$ cat config.mk
export PLATFORM = sky130hd
export DESIGN_NAME = mc_control_flat
export DESIGN_NICKNAME = d
export VERILOG_FILES = /design/src/rtl/mc_control_if.sv /design/src/rtl/mc_control.sv /design/src/flat_wrapper.sv
export SDC_FILE = /design/constraint.sdc
export NUM_CORES = 1
export LEC_CHECK = 0
export CAP_MARGIN = 10
export CORE_MARGIN = 2
export CORE_UTILIZATION = 24
export DETAILED_ROUTE_END_ITERATION = 16
export HOLD_SLACK_MARGIN = 0.15
export PLACE_DENSITY = 0.75
export SETUP_SLACK_MARGIN = 0.2
export SLEW_MARGIN = 5
export SYNTH_ARGS = -nofsm -noshare
export SYNTH_HDL_FRONTEND = slang
export SYNTH_SLANG_ARGS = --single-unit
$ cat constraint.sdc
create_clock -name clk -period 2.34 [get_ports clk]
set_clock_uncertainty 0.15 [all_clocks]
set_input_delay 0.585 -clock clk [delete_from_list [all_inputs] [get_ports clk]]
set_output_delay 0.585 -clock clk [all_outputs]
set_load 0.03 [all_outputs]
$ cat src/rtl/mc_control_if.sv
// mc_control_if: control-unit to datapath signal bundle
interface mc_control_if;
   logic [31:0] instr;
   logic        equal;
   logic        PC_WE;
   logic        IR_WE;
   logic        branch;
   logic        j;
   logic        jr;
   logic        GRF_WE;
   logic [1:0]  sel_rt_rd_31;
   logic [1:0]  sel_alu_dm_pc4;
   logic        sel_zero_sign;
   logic        sel_imm32_rt;
   logic [2:0]  ALUOp;
   logic        DM_RE;
   logic        DM_WE;
   logic        DM_isSigned;
   logic [2:0]  DM_opBytes;
   logic [2:0]  phase;
   logic        instr_done;
   modport master (
      input  instr, equal,
      output PC_WE, IR_WE, branch, j, jr, GRF_WE, sel_rt_rd_31, sel_alu_dm_pc4,
             sel_zero_sign, sel_imm32_rt, ALUOp, DM_RE, DM_WE, DM_isSigned,
             DM_opBytes, phase, instr_done
   );
   modport slave (
      output instr, equal,
      input  PC_WE, IR_WE, branch, j, jr, GRF_WE, sel_rt_rd_31, sel_alu_dm_pc4,
             sel_zero_sign, sel_imm32_rt, ALUOp, DM_RE, DM_WE, DM_isSigned,
             DM_opBytes, phase, instr_done
   );
endinterface

$ cat src/rtl/mc_control.sv
// mc_control: multi-cycle FETCH/DECODE/EXEC/MEM/WB sequencer for the MIPS datapath
module mc_control (
   input  logic         clk,
   input  logic         reset,
   mc_control_if.master bus
);
   typedef enum logic [2:0] {FETCH = 3'd0, DECODE = 3'd1, EXEC = 3'd2, MEM = 3'd3, WB = 3'd4} state_t;
   state_t state_q, state_d;
   logic [5:0] op, funct;
   logic rtype, is_addu, is_subu, is_jr, is_ori, is_lui, is_lw, is_sw, is_beq, is_j, is_jal, is_nop;
   logic pc_we, ir_we, br, jmp, jreg, grf_we, sgn, imm, dm_re, dm_we, done;
   logic [1:0] wa, wd;
   logic [2:0] alu, ph;
   logic unused_instr;
   assign op           = bus.instr[31:26];
   assign funct        = bus.instr[5:0];
   assign unused_instr = ^bus.instr[25:6];
   assign rtype   = op == 6'b000000;
   assign is_addu = rtype && funct == 6'b100001;
   assign is_subu = rtype && funct == 6'b100011;
   assign is_jr   = rtype && funct == 6'b001000;
   assign is_ori  = op == 6'b001101;
   assign is_lui  = op == 6'b001111;
   assign is_lw   = op == 6'b100011;
   assign is_sw   = op == 6'b101011;
   assign is_beq  = op == 6'b000100;
   assign is_j    = op == 6'b000010;
   assign is_jal  = op == 6'b000011;
   assign is_nop  = !(is_addu | is_subu | is_jr | is_ori | is_lui | is_lw | is_sw | is_beq | is_j | is_jal);
   // state register; an active-low reset always lands in FETCH
   always_ff @(posedge clk) begin
      if (!reset) state_q <= FETCH;
      else        state_q <= state_d;
   end
   // next state and per-phase control lines; only beq's PC_WE looks at an input
   always_comb begin
      state_d = FETCH;
      pc_we   = 1'b0;
      ir_we   = 1'b0;
      br      = 1'b0;
      jmp     = 1'b0;
      jreg    = 1'b0;
      grf_we  = 1'b0;
      wa      = 2'b00;
      wd      = 2'b00;
      sgn     = 1'b0;
      imm     = 1'b0;
      alu     = 3'b000;
      dm_re   = 1'b0;
      dm_we   = 1'b0;
      done    = 1'b0;
      case (state_q)
         FETCH: begin
            ir_we   = 1'b1;
            pc_we   = 1'b1;
            state_d = DECODE;
         end
         DECODE: begin
            pc_we   = is_j | is_jal | is_jr;
            jmp     = is_j | is_jal;
            jreg    = is_jr;
            grf_we  = is_jal;
            wa      = is_jal ? 2'b10 : 2'b00;
            wd      = is_jal ? 2'b10 : 2'b00;
            done    = is_j | is_jal | is_jr | is_nop;
            state_d = done ? FETCH : EXEC;
         end
         EXEC: begin
            alu     = (is_subu | is_beq) ? 3'b001 : is_ori ? 3'b010 : is_lui ? 3'b011 : 3'b000;
            imm     = is_ori | is_lui | is_lw | is_sw;
            sgn     = is_lw | is_sw;
            br      = is_beq;
            pc_we   = is_beq & bus.equal;
            done    = is_beq;
            state_d = is_beq ? FETCH : (is_lw | is_sw) ? MEM : WB;
         end
         MEM: begin
            sgn     = 1'b1;
            imm     = 1'b1;
            dm_re   = is_lw;
            dm_we   = is_sw;
            done    = is_sw;
            state_d = is_sw ? FETCH : WB;
         end
         WB: begin
            grf_we  = 1'b1;
            wa      = (is_addu | is_subu) ? 2'b01 : 2'b00;
            wd      = is_lw ? 2'b01 : 2'b00;
            dm_re   = is_lw;
            done    = 1'b1;
         end
         default: state_d = FETCH;
      endcase
   end
   assign ph = (state_q <= WB) ? state_q : 3'b000;
   assign bus.PC_WE          = reset & pc_we;
   assign bus.IR_WE          = reset & ir_we;
   assign bus.branch         = reset & br;
   assign bus.j              = reset & jmp;
   assign bus.jr             = reset & jreg;
   assign bus.GRF_WE         = reset & grf_we;
   assign bus.sel_rt_rd_31   = reset ? wa : 2'b00;
   assign bus.sel_alu_dm_pc4 = reset ? wd : 2'b00;
   assign bus.sel_zero_sign  = reset & sgn;
   assign bus.sel_imm32_rt   = reset & imm;
   assign bus.ALUOp          = reset ? alu : 3'b000;
   assign bus.DM_RE          = reset & dm_re;
   assign bus.DM_WE          = reset & dm_we;
   assign bus.DM_isSigned    = 1'b0;
   assign bus.DM_opBytes     = (reset & (dm_re | dm_we)) ? 3'b100 : 3'b000;
   assign bus.phase          = reset ? ph : 3'b000;
   assign bus.instr_done     = reset & done;
endmodule

$ cat src/flat_wrapper.sv
// flat-port wrapper written by rule: the top's interface ports become plain ports
module mc_control_flat 
  (clk, reset, bus_instr, bus_equal, bus_PC_WE, bus_IR_WE, bus_branch, bus_j, bus_jr, bus_GRF_WE, bus_sel_rt_rd_31, bus_sel_alu_dm_pc4, bus_sel_zero_sign, bus_sel_imm32_rt, bus_ALUOp, bus_DM_RE, bus_DM_WE, bus_DM_isSigned, bus_DM_opBytes, bus_phase, bus_instr_done);
  mc_control_if bus_i ();
  input  logic clk;
  input  logic reset;
  input wire logic [$bits(bus_i.instr)-1:0] bus_instr;
  input wire logic [$bits(bus_i.equal)-1:0] bus_equal;
  output wire logic [$bits(bus_i.PC_WE)-1:0] bus_PC_WE;
  output wire logic [$bits(bus_i.IR_WE)-1:0] bus_IR_WE;
  output wire logic [$bits(bus_i.branch)-1:0] bus_branch;
  output wire logic [$bits(bus_i.j)-1:0] bus_j;
  output wire logic [$bits(bus_i.jr)-1:0] bus_jr;
  output wire logic [$bits(bus_i.GRF_WE)-1:0] bus_GRF_WE;
  output wire logic [$bits(bus_i.sel_rt_rd_31)-1:0] bus_sel_rt_rd_31;
  output wire logic [$bits(bus_i.sel_alu_dm_pc4)-1:0] bus_sel_alu_dm_pc4;
  output wire logic [$bits(bus_i.sel_zero_sign)-1:0] bus_sel_zero_sign;
  output wire logic [$bits(bus_i.sel_imm32_rt)-1:0] bus_sel_imm32_rt;
  output wire logic [$bits(bus_i.ALUOp)-1:0] bus_ALUOp;
  output wire logic [$bits(bus_i.DM_RE)-1:0] bus_DM_RE;
  output wire logic [$bits(bus_i.DM_WE)-1:0] bus_DM_WE;
  output wire logic [$bits(bus_i.DM_isSigned)-1:0] bus_DM_isSigned;
  output wire logic [$bits(bus_i.DM_opBytes)-1:0] bus_DM_opBytes;
  output wire logic [$bits(bus_i.phase)-1:0] bus_phase;
  output wire logic [$bits(bus_i.instr_done)-1:0] bus_instr_done;
  assign bus_i.instr = bus_instr;
  assign bus_i.equal = bus_equal;
  assign bus_PC_WE = bus_i.PC_WE;
  assign bus_IR_WE = bus_i.IR_WE;
  assign bus_branch = bus_i.branch;
  assign bus_j = bus_i.j;
  assign bus_jr = bus_i.jr;
  assign bus_GRF_WE = bus_i.GRF_WE;
  assign bus_sel_rt_rd_31 = bus_i.sel_rt_rd_31;
  assign bus_sel_alu_dm_pc4 = bus_i.sel_alu_dm_pc4;
  assign bus_sel_zero_sign = bus_i.sel_zero_sign;
  assign bus_sel_imm32_rt = bus_i.sel_imm32_rt;
  assign bus_ALUOp = bus_i.ALUOp;
  assign bus_DM_RE = bus_i.DM_RE;
  assign bus_DM_WE = bus_i.DM_WE;
  assign bus_DM_isSigned = bus_i.DM_isSigned;
  assign bus_DM_opBytes = bus_i.DM_opBytes;
  assign bus_phase = bus_i.phase;
  assign bus_instr_done = bus_i.instr_done;
  mc_control u_core (.clk(clk), .reset(reset), .bus(bus_i));
endmodule
* Word level (Yosys, flattened, before mapping) *
Cells that the tools add are included.

word-level totals
  logic and storage cells = 85
  bits of input ports = 35
  bits in registers = 3
  output and inout bits = 25

cells by class
  magnitude comparators = 1
  reductions and logical operators = 7
  equal/unequal tests = 14
  mux-type cells = 31
  bitwise logic cells = 31

operator list
  cell                  count
  $mux W3               10
  $eq A6 B6 Y1 const B  4
  $eq A6 B4 Y1 const B  3
  $or A1 B1 Y1          18
  $and A1 B1 Y1         13
  $eq A6 B2 Y1 const B  2
  $pmux W3 S4           1
  $mux W2               5
  $mux W1               8
  $pmux W2 S2           2
  $eq A3 B2 Y1 const B  2
  $eq A6 B3 Y1 const B  1
  $logic_not A6 Y1      1
  $pmux W1 S2           3
  $pmux W1 S4           1
  $eq A3 B1 Y1 const B  1
  $eq A3 B3 Y1 const B  1
  $le A3 B3 Y1 const B  1
  $logic_and A1 B1 Y1   3
  $logic_not A3 Y1      1
  $pmux W1 S3           1
  $reduce_or A2 Y1      1
  $logic_not A1 Y1      1

* Logic depth before layout (Yosys ltp) *
  depth after elaboration = 15
  gate-level depth with buffers = 6
  gate-level depth less buffers = 4

* Least setup slack after synthesis *
Ideal clock, no wire load.

  path type = input -> output
  start = input port bus_instr[29]
  end = output port bus_instr_done
  required time = 1.605 ns
  stages on the path = 5
  setup slack = -0.458 ns
  buffers on the path = 1
  arrival = 2.063 ns
  path through = buf_6 > or4_4 > and3b_1 > or4_1 > a31oi_1

between the ends
  cells in the longest elaborated chain, start to end = 15
  elaborated cells on any way between the ends = 26
  classes of those cells = eq/ne (7); mux (1); bitwise (13); reduce/logical (5)

ends and longest elaborated chain
  element                                 RTL line                            source
  from (decl)                             flat_wrapper.sv:7                   input wire logic [$bits(bus_i.instr)-1:0] bus_instr;
  $logic_not A6 Y1                        mc_control.sv:18                    assign rtype = op == 6'b000000;
  $logic_and A1 B1 Y1 (on tied branches)  mc_control.sv:19, mc_control.sv:20
  $or A1 B1 Y1 (9 in series)              mc_control.sv:29                    assign is_nop = !(is_addu | is_subu | is_jr | is_ori | is_lui | is_lw | is_sw | is_beq | is_j | is_jal);
  $logic_not A1 Y1                        mc_control.sv:29
  $or A1 B1 Y1                            mc_control.sv:65                    done = is_j | is_jal | is_jr | is_nop;
  $pmux W1 S4 *                           mc_control.sv:52                    case (state_q)
  $and A1 B1 Y1 *                         mc_control.sv:112                   assign bus.instr_done = reset & done;
  to (decl)                               flat_wrapper.sv:25                  output wire logic [$bits(bus_i.instr_done)-1:0] bus_instr_done;

Every way passes the cells marked *; elsewhere a longest branch is shown, timed or not.

* Final worst setup path *
  start = input port bus_instr[31]
  end = output port bus_GRF_WE

between the ends
  cells in the longest elaborated chain, start to end = 3

ends and longest elaborated chain
  element        RTL line            source
  $eq A6 B2 Y1   mc_control.sv:28    assign is_jal = op == 6'b000011;
  $pmux W1 S2    mc_control.sv:52
  $and A1 B1 Y1  mc_control.sv:101   assign bus.GRF_WE = reset & grf_we;
  to (decl)      flat_wrapper.sv:14  output wire logic [$bits(bus_i.GRF_WE)-1:0] bus_GRF_WE;

Every way passes these cells.

==> impl_metrics.tcl <==
set metrics [dict create \
    worstMarginPinSlew_ns 0.598 \
    cts-buffers-inserted 3 \
    dp_slack_ns -0.786 \
    synthToLayoutAreaGrowth_pct 182 \
    synth_most_common_cell "nor2_1" \
    hp-class "reg -> reg" \
    first_pass_iters 6 \
    violations "setup timing" \
    syn_area_um2 532 \
    power_frac_comb_pct 53.6 \
    grt_max_degree 12 \
    clock_sinks 3 \
    nFillCells 139 \
    synth_area_leaders "dfxtp_1 11%, nor2_1 7.8%, nor3_1 7.5%, buf_4 7.1%, nand2_1 6.4%" \
    whs_ns 0.429 \
    dp_hpwl_mm 1.70 \
    cts_max_level 1 \
    irDropWorstVdd_mv 0.213 \
    pin_count 60 \
    port-buffer-count 35 \
    final-max-slew-violation-count 0 \
    die_area_mm2 0.00261 \
    relSlewSlack_pct 59.6 \
    finalHoldViolCount 0 \
    startpoint "bus_instr[31]" \
    grt_overflow_total 0 \
    gp_congestion 0.773 \
    path_clk_slew_ns 0.04 \
    avgSynthCellArea_um2 6.18 \
    internal-power_w 0.000204 \
    fin_tns_setup_ns -3.71 \
    regToRegStartpoint "u_core.state_q[2]" \
    drc_errors 0 \
    max_cap_viol_count 0 \
    viasPerCell 5.61 \
    crit_arrival_ns 2.00 \
    drive_above_1_share_pct 73.5 \
    antenna_found_initial 0 \
    cts_tree "built" \
    netlist_instances 86 \
    grt_usage_pct 25.5 \
    synth_top_area_share_pct 11.3 \
    start_util_pct 24.8 \
    setup_ws_ns -0.395 \
    antenna_cells 0 \
    p_leak_nw 0.666 \
    cts_hold_buffers 0 \
    fin_crit_sh_pct 117 \
    pwr_density_cell_mw_per_mm2 222 \
    switching_share_pct 38.6 \
    async_reset_ff_share_pct 0 \
    timing.final.crit_period_ns 2.74 \
    regMostFlops "u_core.state_q" \
    nets 191 \
    largest_reg_flops 3 \
    finalSetupViolations 15 \
    synth_ff_type "dfxtp_1" \
    die_height_um 51.1 \
    yosys.area.top_type "dfxtp_1" \
    path_max_fanout 3 \
    synth_warnings 0 \
    ant_nets 0 \
    utilization_pct 69.7 \
    wl_mm 3.52 \
    rsz0062_at_grt "yes" \
    cts-root-buf "clkbuf_4" \
    worst-setup-path-type "in -> out" \
    synthDistinctLibCells 32 \
    synth_seq_cells 3 \
    largestRegisters "u_core.state_q: 3 flops" \
    drt_iter0_drc 34 \
    switchingPower_w 0.000128 \
    p_clk_share_pct 28.4 \
    status "finished with violations" \
    die_w_um 51.1 \
    synth_seq_area_share_pct 11.3 \
    synth_edf_count 0 \
    cts.path.max_buffers 2 \
    clkLatencyLatePin_ns 0.24 \
    holdCritStartpoint "u_core.state_q[1]" \
    startpoint_type "primary input" \
    core-area_mm2 0.00215 \
    rows 17 \
    final_cells 183 \
    grt_pass1_vias 960 \
    pwr-share-seq_pct 18.1 \
    dp.cells 168 \
    fmax_mhz 366 \
    worstPathRequired_ns 1.60 \
    vias 1027 \
    grt_pass1_wl_mm 4.94 \
    synth_commonest_cells "11 x nor2_1, 9 x nand2_1, 8 x nor3_1" \
    wl_per_cell_um 19.3 \
    end_kind "output pin" \
]
power groups by stage:
stage	logic, W	registers (W)	clock network, W
after floorplan	0.0000681	0.0000544	0
final	0.000178	0.0000601	0.0000944
after CTS	0.000156	0.0000583	0.0000931
after global placement	0.000120	0.0000591	0
after global routing	0.000185	0.0000604	0.0000938
after detailed placement	0.000123	0.0000589	0
layout by cell type (no fill, tap or decap), types with 3 or more instances in the layout:
cell type and count:
nor2_4 6, buf_2 4, clkbuf_4 3, nand2_1 3, o21ai_0 3, a21oi_1 3
nand2b_1 3, buf_6 34, buf_4 25, nand2_2 3, nor3_2 4, nor2_1 3
conb_1 4
cells by family (layout without fill, tap and decap cells):
kind of cell | after synthesis | count (layout) | share of synthesized area (%)
AND/OR/NAND/NOR | 53 | 53 | 53.7
AO/OA/AOI/OAI | 17 | 17 | 20.9
buffers and inverters | 12 | 78 | 13.4
flip-flops | 3 | 3 | 11.3
other | 1 | 4 | 0.705
final timing paths:
| check | slack (ns) | depth (start not counted) | end |
|---|---|---|---|
| worst max-delay path | -0.40 | 8 | bus_GRF_WE |
| worst min-delay path | 0.43 | 1 | u_core.state_q[0] |
| worst max register to register | 0.86 | 5 | u_core.state_q[1] |
| worst min register to register | 0.43 | 1 | u_core.state_q[0] |
final cells by class:
cell class	instances	area (µm²)	area share [%]
clock buffers	4	26.3	1.75
multi-input cells	74	668	44.6
flip-flops and latches	3	62.6	4.18
well taps	28	35.0	2.34
inverters	3	11.3	0.752
repair buffers	71	694	46.4
worst max-delay path, cell delays in order:
cell and delay, ns:
buf_6 0.10, or4_4 0.53, buf_4 0.15, buf_6 0.11, nor2_4 0.13, nand2_4 0.09
o21ai_2 0.14, buf_6 0.15
layer usage:
metal,vias to the layer above,part of all wire [%],global-route usage (%),routed length [µm]
li1,437,-,-,-
met1,506,36,29.7,1260
met3,22,7.7,4.39,270
met4,0,5.9,9.91,207
met5,-,0,0,0
met2,62,51,45.9,1790
per-stage QoR:
step	area (µm²)	total power, W
after floorplan	627	0.000122
after global placement	1080	0.000179
after detailed placement	1080	0.000182
after CTS	1400	0.000307
after global routing	1500	0.000339
final	1500	0.000333
repair_timing:
item / in CTS / in global routing
setup buffers: 8 / 3
gates resized for setup: 107 / 21
endpoints found under the setup margin: 24 / 20
pin swaps: 17 / 12
No activity file was read; power rests on OpenSTA's default activity.
